[config.mk]
export PLATFORM = sky130hd
export DESIGN_NAME = multicycle_controller
export DESIGN_NICKNAME = d
export VERILOG_FILES = /design/src/rtl/multicycle_controller.sv
export SDC_FILE = /design/constraint.sdc
export NUM_CORES = 1
export LEC_CHECK = 0
export BUFFER_PORTS_ARGS = -buffer_cell sky130_fd_sc_hd__buf_2
export CAP_MARGIN = 20
export CORE_ASPECT_RATIO = 0.7
export CORE_MARGIN = 1
export CORE_UTILIZATION = 50
export CTS_CLUSTER_SIZE = 8
export DETAILED_ROUTE_END_ITERATION = 6
export GPL_ROUTABILITY_DRIVEN = 0
export GPL_TIMING_DRIVEN = 0
export PLACE_DENSITY = 0.78
export SLEW_MARGIN = 10
export SYNTH_ARGS = -nofsm -noshare
export SYNTH_HDL_FRONTEND = slang
export SYNTH_SLANG_ARGS = --single-unit
[constraint.sdc]
create_clock -name Clk -period 2.7 [get_ports Clk]
set_clock_uncertainty 0.1 [all_clocks]
set_input_delay 0.54 -clock Clk [delete_from_list [all_inputs] [get_ports Clk]]
set_output_delay 0.54 -clock Clk [all_outputs]
set_load 0.03 [all_outputs]
[src/rtl/multicycle_controller.sv]
// Control FSM for the shared multicycle MIPS datapath.
// One unified memory, one ALU and the IR/MDR/A/B/ALUOut holding registers are
// sequenced over several cycles per instruction. Memory accesses use a
// MemReq/MemReady handshake so a slow memory can stall the core.
// Retired instructions are counted, and unsupported opcodes or functs raise a
// one-cycle IllegalOp pulse.
module multicycle_controller #(
  parameter int RETIRE_W = 32
) (
  input  logic                Clk,
  input  logic                reset,
  input  logic [5:0]          Opcode,
  input  logic [5:0]          Funct,
  input  logic                Zero,
  input  logic                MemReady,
  output logic                MemReq,
  output logic                MemWrite,
  output logic                IorD,
  output logic                IRWrite,
  output logic                PCEn,
  output logic [1:0]          PCSrc,
  output logic                ALUSrcA,
  output logic [1:0]          ALUSrcB,
  output logic [2:0]          ALUControl,
  output logic                RegDst,
  output logic                MemtoReg,
  output logic                RegWrite,
  output logic                IllegalOp,
  output logic [RETIRE_W-1:0] RetireCount,
  output logic [3:0]          State
);

  typedef enum logic [3:0] {
    S_FETCH  = 4'd0,
    S_DECODE = 4'd1,
    S_MEMADR = 4'd2,
    S_MEMRD  = 4'd3,
    S_MEMWB  = 4'd4,
    S_MEMWR  = 4'd5,
    S_EXEC   = 4'd6,
    S_ALUWB  = 4'd7,
    S_BRANCH = 4'd8,
    S_ADDIEX = 4'd9,
    S_ADDIWB = 4'd10,
    S_JUMP   = 4'd11
  } state_t;

  localparam logic [5:0] OP_RTYPE = 6'b000000;
  localparam logic [5:0] OP_LW    = 6'b100011;
  localparam logic [5:0] OP_SW    = 6'b101011;
  localparam logic [5:0] OP_BEQ   = 6'b000100;
  localparam logic [5:0] OP_ADDI  = 6'b001000;
  localparam logic [5:0] OP_J     = 6'b000010;

  localparam logic [5:0] FN_ADD = 6'b100000;
  localparam logic [5:0] FN_SUB = 6'b100010;
  localparam logic [5:0] FN_AND = 6'b100100;
  localparam logic [5:0] FN_OR  = 6'b100101;
  localparam logic [5:0] FN_SLT = 6'b101010;

  localparam logic [2:0] ALU_ADD = 3'b010;
  localparam logic [2:0] ALU_SUB = 3'b110;
  localparam logic [2:0] ALU_AND = 3'b000;
  localparam logic [2:0] ALU_OR  = 3'b001;
  localparam logic [2:0] ALU_SLT = 3'b111;

  state_t               state_q, state_d;
  logic [RETIRE_W-1:0]  retire_q, retire_d;

  logic       mem_req_s, mem_write_s, ir_write_s, pc_en_s, reg_write_s, illegal_s;
  logic       retire_s;

  // State register: async reset drops straight back to FETCH.
  always_ff @(posedge Clk or posedge reset) begin
    if (reset) begin
      state_q <= S_FETCH;
    end else begin
      state_q <= state_d;
    end
  end

  // Retired-instruction counter; wraps naturally at 2^RETIRE_W.
  always_ff @(posedge Clk or posedge reset) begin
    if (reset) begin
      retire_q <= {RETIRE_W{1'b0}};
    end else begin
      retire_q <= retire_d;
    end
  end

  // Next-state and per-state control decode; everything defaults to 0.
  always_comb begin
    state_d     = state_q;
    mem_req_s   = 1'b0;
    mem_write_s = 1'b0;
    IorD        = 1'b0;
    ir_write_s  = 1'b0;
    pc_en_s     = 1'b0;
    PCSrc       = 2'b00;
    ALUSrcA     = 1'b0;
    ALUSrcB     = 2'b00;
    ALUControl  = 3'b000;
    RegDst      = 1'b0;
    MemtoReg    = 1'b0;
    reg_write_s = 1'b0;
    illegal_s   = 1'b0;
    retire_s    = 1'b0;
    case (state_q)
      S_FETCH: begin
        // PC+4 is computed every fetch cycle but only committed with the IR load.
        mem_req_s  = 1'b1;
        ALUSrcB    = 2'b01;
        ALUControl = ALU_ADD;
        ir_write_s = MemReady;
        pc_en_s    = MemReady;
        if (MemReady) begin
          state_d = S_DECODE;
        end else begin
          state_d = S_FETCH;
        end
      end
      S_DECODE: begin
        // Branch target is precomputed into ALUOut while the opcode is decoded.
        ALUSrcB    = 2'b11;
        ALUControl = ALU_ADD;
        case (Opcode)
          OP_LW, OP_SW: state_d = S_MEMADR;
          OP_RTYPE:     state_d = S_EXEC;
          OP_BEQ:       state_d = S_BRANCH;
          OP_ADDI:      state_d = S_ADDIEX;
          OP_J:         state_d = S_JUMP;
          default: begin
            illegal_s = 1'b1;
            state_d   = S_FETCH;
          end
        endcase
      end
      S_MEMADR: begin
        ALUSrcA    = 1'b1;
        ALUSrcB    = 2'b10;
        ALUControl = ALU_ADD;
        if (Opcode == OP_LW) begin
          state_d = S_MEMRD;
        end else begin
          state_d = S_MEMWR;
        end
      end
      S_MEMRD: begin
        mem_req_s = 1'b1;
        IorD      = 1'b1;
        if (MemReady) begin
          state_d = S_MEMWB;
        end else begin
          state_d = S_MEMRD;
        end
      end
      S_MEMWB: begin
        MemtoReg    = 1'b1;
        reg_write_s = 1'b1;
        retire_s    = 1'b1;
        state_d     = S_FETCH;
      end
      S_MEMWR: begin
        mem_req_s   = 1'b1;
        mem_write_s = 1'b1;
        IorD        = 1'b1;
        if (MemReady) begin
          retire_s = 1'b1;
          state_d  = S_FETCH;
        end else begin
          state_d  = S_MEMWR;
        end
      end
      S_EXEC: begin
        ALUSrcA = 1'b1;
        state_d = S_ALUWB;
        case (Funct)
          FN_ADD: ALUControl = ALU_ADD;
          FN_SUB: ALUControl = ALU_SUB;
          FN_AND: ALUControl = ALU_AND;
          FN_OR:  ALUControl = ALU_OR;
          FN_SLT: ALUControl = ALU_SLT;
          default: begin
            ALUControl = ALU_ADD;
            illegal_s  = 1'b1;
            state_d    = S_FETCH;
          end
        endcase
      end
      S_ALUWB: begin
        RegDst      = 1'b1;
        reg_write_s = 1'b1;
        retire_s    = 1'b1;
        state_d     = S_FETCH;
      end
      S_BRANCH: begin
        ALUSrcA    = 1'b1;
        ALUControl = ALU_SUB;
        PCSrc      = 2'b01;
        pc_en_s    = Zero;
        retire_s   = 1'b1;
        state_d    = S_FETCH;
      end
      S_ADDIEX: begin
        ALUSrcA    = 1'b1;
        ALUSrcB    = 2'b10;
        ALUControl = ALU_ADD;
        state_d    = S_ADDIWB;
      end
      S_ADDIWB: begin
        reg_write_s = 1'b1;
        retire_s    = 1'b1;
        state_d     = S_FETCH;
      end
      S_JUMP: begin
        PCSrc    = 2'b10;
        pc_en_s  = 1'b1;
        retire_s = 1'b1;
        state_d  = S_FETCH;
      end
      default: begin
        state_d = S_FETCH;
      end
    endcase
  end

  // Counter increment on retire cycles.
  always_comb begin
    if (retire_s) begin
      retire_d = retire_q + {{(RETIRE_W-1){1'b0}}, 1'b1};
    end else begin
      retire_d = retire_q;
    end
  end

  // Side-effecting strobes are masked while reset is held so nothing
  // commits while the core is being aborted.
  assign MemReq      = mem_req_s   & ~reset;
  assign MemWrite    = mem_write_s & ~reset;
  assign IRWrite     = ir_write_s  & ~reset;
  assign PCEn        = pc_en_s     & ~reset;
  assign RegWrite    = reg_write_s & ~reset;
  assign IllegalOp   = illegal_s   & ~reset;
  assign RetireCount = retire_q;
  assign State       = state_q;

endmodule

==> impl_metrics.env <==
export IMPL_ctsHoldBuffers=0
export IMPL_wl_per_cell_microns=13.5
export IMPL_core_area_sq_um=3920
export IMPL_insertion_delay_ns=0.29
export IMPL_drive_above_1_share_pct=28.2
export IMPL_cp_num_buf_inv=2
export IMPL_synth_top_family_by_area="simple AND/OR/NAND/NOR gates"
export IMPL_cts_root_buffer="clkbuf_8"
export IMPL_crit_top_cell="buf_2"
export IMPL_gr_total_overflow=0
export IMPL_crit_slowest_cell="or4_1"
export IMPL_std_cell_rows=19
export IMPL_finalWirelength_microns=4780
export IMPL_cp_top_family="simple AND/OR/NAND/NOR gates"
export IMPL_clock_sinks=36
export IMPL_clockBufferDepth=2
export IMPL_drt_pass1_iterations=4
export IMPL_avgSynthCellArea_sq_um=9.09
export IMPL_synthArstFlopShare_pct=100
export IMPL_power_internal_uw=904
export IMPL_antenna_found_initial=0
export IMPL_finalCritPeriodShare_pct=92.3
export IMPL_fp_dieW_microns=78.6
export IMPL_fmax_ghz=0.401
export IMPL_start_util_pct=52.4
export IMPL_path_cells="buf_2 -> or4_1 -> nor2_1 -> nor3_1 -> o21ai_0 -> a21oi_1 -> buf_2"
export IMPL_drt_iter0_drc=148
export IMPL_mappedNetlistArea_sq_um=2050
export IMPL_slowest_delay_ns=0.51
export IMPL_p_leak_nw=1.13
export IMPL_p_comb_share_pct=26.0
export IMPL_fin_setup_tns_ns=0
export IMPL_cp_start_kind="input pin"
export IMPL_dp_hpwl_microns=3600
export IMPL_die_area_sq_um=4370
export IMPL_layout_commonest_cell="buf_2"
export IMPL_synth_flop_cell="dfrtp_1"
export IMPL_muxShareOfSynthArea_pct=2.07
export IMPL_power_mw=1.38
export IMPL_hp_class="in -> async"
export IMPL_ys_types=37
export IMPL_synth_nets=243
export IMPL_finalSetupViolCount=0
export IMPL_ant_nets=0
export IMPL_yosys_warnings=0
export IMPL_pin_count=69
export IMPL_slew_headroom_pct=51.6
export IMPL_synth_compound_area_share_pct=7.43
export IMPL_crit_required_ns=2.06
export IMPL_arrival_ns=1.85
export IMPL_crit_fanout=4
export IMPL_status="finished clean"
export IMPL_r2r_cells=6
export IMPL_final_cell_mix="buf_2 (69), dfrtp_1 (36), xnor2_1 (21), nor3_1 (20), nor2_1 (19)"
export IMPL_ir_drop_mv=0.524
export IMPL_path_clk_slew_ns=0.06
export IMPL_min_period_ns=2.49
export IMPL_p_clk_share_pct=28.0
export IMPL_fin_nets=317
export IMPL_criticalPathCategory="in -> out"
export IMPL_synth_simple_area_share_pct=29.4
export IMPL_tritoncts="done"
export IMPL_rsz0062_at_grt="false"
export IMPL_io_buffers=68
export IMPL_power_density_nw_per_um2=541
export IMPL_grt_pass1_vias=1720
export IMPL_diodes=0
export IMPL_report_final_hold_viol_count=0
export IMPL_syn_inst=226
export IMPL_cts_buffers=5
export IMPL_yosysSeqAreaShare_pct=43.8
export IMPL_h_tree_depth=2
export IMPL_synth_xor_area_share_pct=14.1
export IMPL_final_max_slew_viol_count=0
export IMPL_post_cts_buffers=0
export IMPL_via_per_inst=5.44
export IMPL_endpoint_kind="primary output"
export IMPL_vias=1919
export IMPL_synthAdderAreaFrac_pct=0.609
export IMPL_die_h_microns=55.6
export IMPL_grt_pass1_wl_microns=8090
export IMPL_area_growth_pct=24.1
export IMPL_synth_edf_count=0
export IMPL_path_depth=7
export IMPL_grt_max_degree=37
export IMPL_power_switching_uw=476
export IMPL_drv_cap=0
export IMPL_drc=0
export IMPL_postSynthRegisterBits=36
export IMPL_grt_usage_pct=24.0
export IMPL_power_frac_seq_pct=46.1
export IMPL_worst_pin_slew_ns=0.725
export IMPL_p_sw_share_pct=34.5
-- worst register-to-register path: stages (launching register included) --
cell	delay, ns
dfrtp_1	0.44
nand2b_1	0.31
o21a_1	0.31
or3_1	0.38
buf_2	0.18
nor4_2	0.28
xor2_1	0.17
-- sequential cells by signal, indices dropped and copies added, names as in the netlist --
signal       flops
RetireCount     32
State            4
-- synth_stat cells, types with 2 or more instances --
master,number,share of area [%]
dfrtp_1,36,44
xnor2_1,21,9.0
nor2_1,20,3.7
nor3_1,20,4.9
nand2_1,15,2.7
nand3_1,13,3.2
xor2_1,12,5.1
a21oi_1,11,2.7
nand4_1,9,2.7
inv_1,8,1.5
nand2b_1,8,2.4
and3_1,5,1.5
clkbuf_1,5,0.91
nor4_1,5,1.5
o21ai_0,5,1.2
nor2b_1,4,1.2
and2_1,3,0.91
mux2_2,2,1.1
mux2i_1,2,0.97
nor3b_1,2,0.73
o21a_1,2,0.73
or2_2,2,0.61
or3_1,2,0.61
-- through the flow --
| step | setup WS [ns] | util [%] | area (sq um) | instances | hold WS, ns |
|---|---|---|---|---|---|
| floorplan | 0.0439 | - | 2060 | 226 | 0.549 |
| global placement | 0.250 | 62.8 | 2460 | 346 | 0.352 |
| detailed placement | 0.250 | 62.8 | 2460 | 346 | 0.370 |
| CTS | 0.105 | 65.1 | 2550 | 354 | 0.350 |
| global route | 0.0415 | 65.0 | 2550 | 353 | 0.395 |
| finish | 0.209 | 65.0 | 2550 | 353 | 0.338 |
-- layer usage --
metal	wire, microns	vias to the layer above	share of wire (%)	track usage (%)
met5	0	-	0	0
met4	78	0	1.6	9.79
met3	317	7	6.6	5.74
met2	2030	64	43	33.7
met1	2350	903	49	35.6
li1	-	945	-	-
-- timing repair --
item / in CTS / in global routing
endpoints found under the setup margin: 0 / 4
hold endpoints to repair: 0 / 0
resized for setup: 0 / 2
-- power by group through the flow --
stage	registers [mW]	logic, mW	clock network [mW]
2_1_floorplan	0.702	0.185	0
3_3_place_gp	0.637	0.359	0
5_1_grt	0.643	0.392	0.422
3_5_place_dp	0.638	0.363	0
6_report	0.636	0.358	0.386
4_1_cts	0.629	0.365	0.398
-- cells by family (layout without fill, tap and decap cells) --
logic type / count (synthesis) / count (layout)
AO/OA/AOI/OAI: 25 / 25
XOR/XNOR: 33 / 33
adder cells (fa/ha/maj): 1 / 1
buffers and inverters: 14 / 89
flip-flops: 36 / 36
multiplexers: 4 / 4
AND/OR/NAND/NOR: 113 / 113
-- final timing paths --
kind / start / to / slack [ns]
worst max-delay path: Opcode[0] / IllegalOp / 0.21
min in group Clk: RetireCount[31] / RetireCount[31] / 0.38
worst max register to register: State[3] / RetireCount[31] / 0.45
worst min-delay path: reset / RetireCount[2] / 0.34
max in group asynchronous: reset / RetireCount[31] / 1.70
worst min register to register: RetireCount[31] / RetireCount[31] / 0.38
-- area by class of cell --
type	count	area, sq um
Fill cell	336	1370
Multi-Input combinational cell	176	1100
Sequential cell	36	901
Timing Repair Buffer	68	340
Clock buffer	8	90.1
Tap cell	52	65.1
Inverter	8	30.0
Buffer	5	21.3
Note: power is estimated with default switching activity, not from simulation.
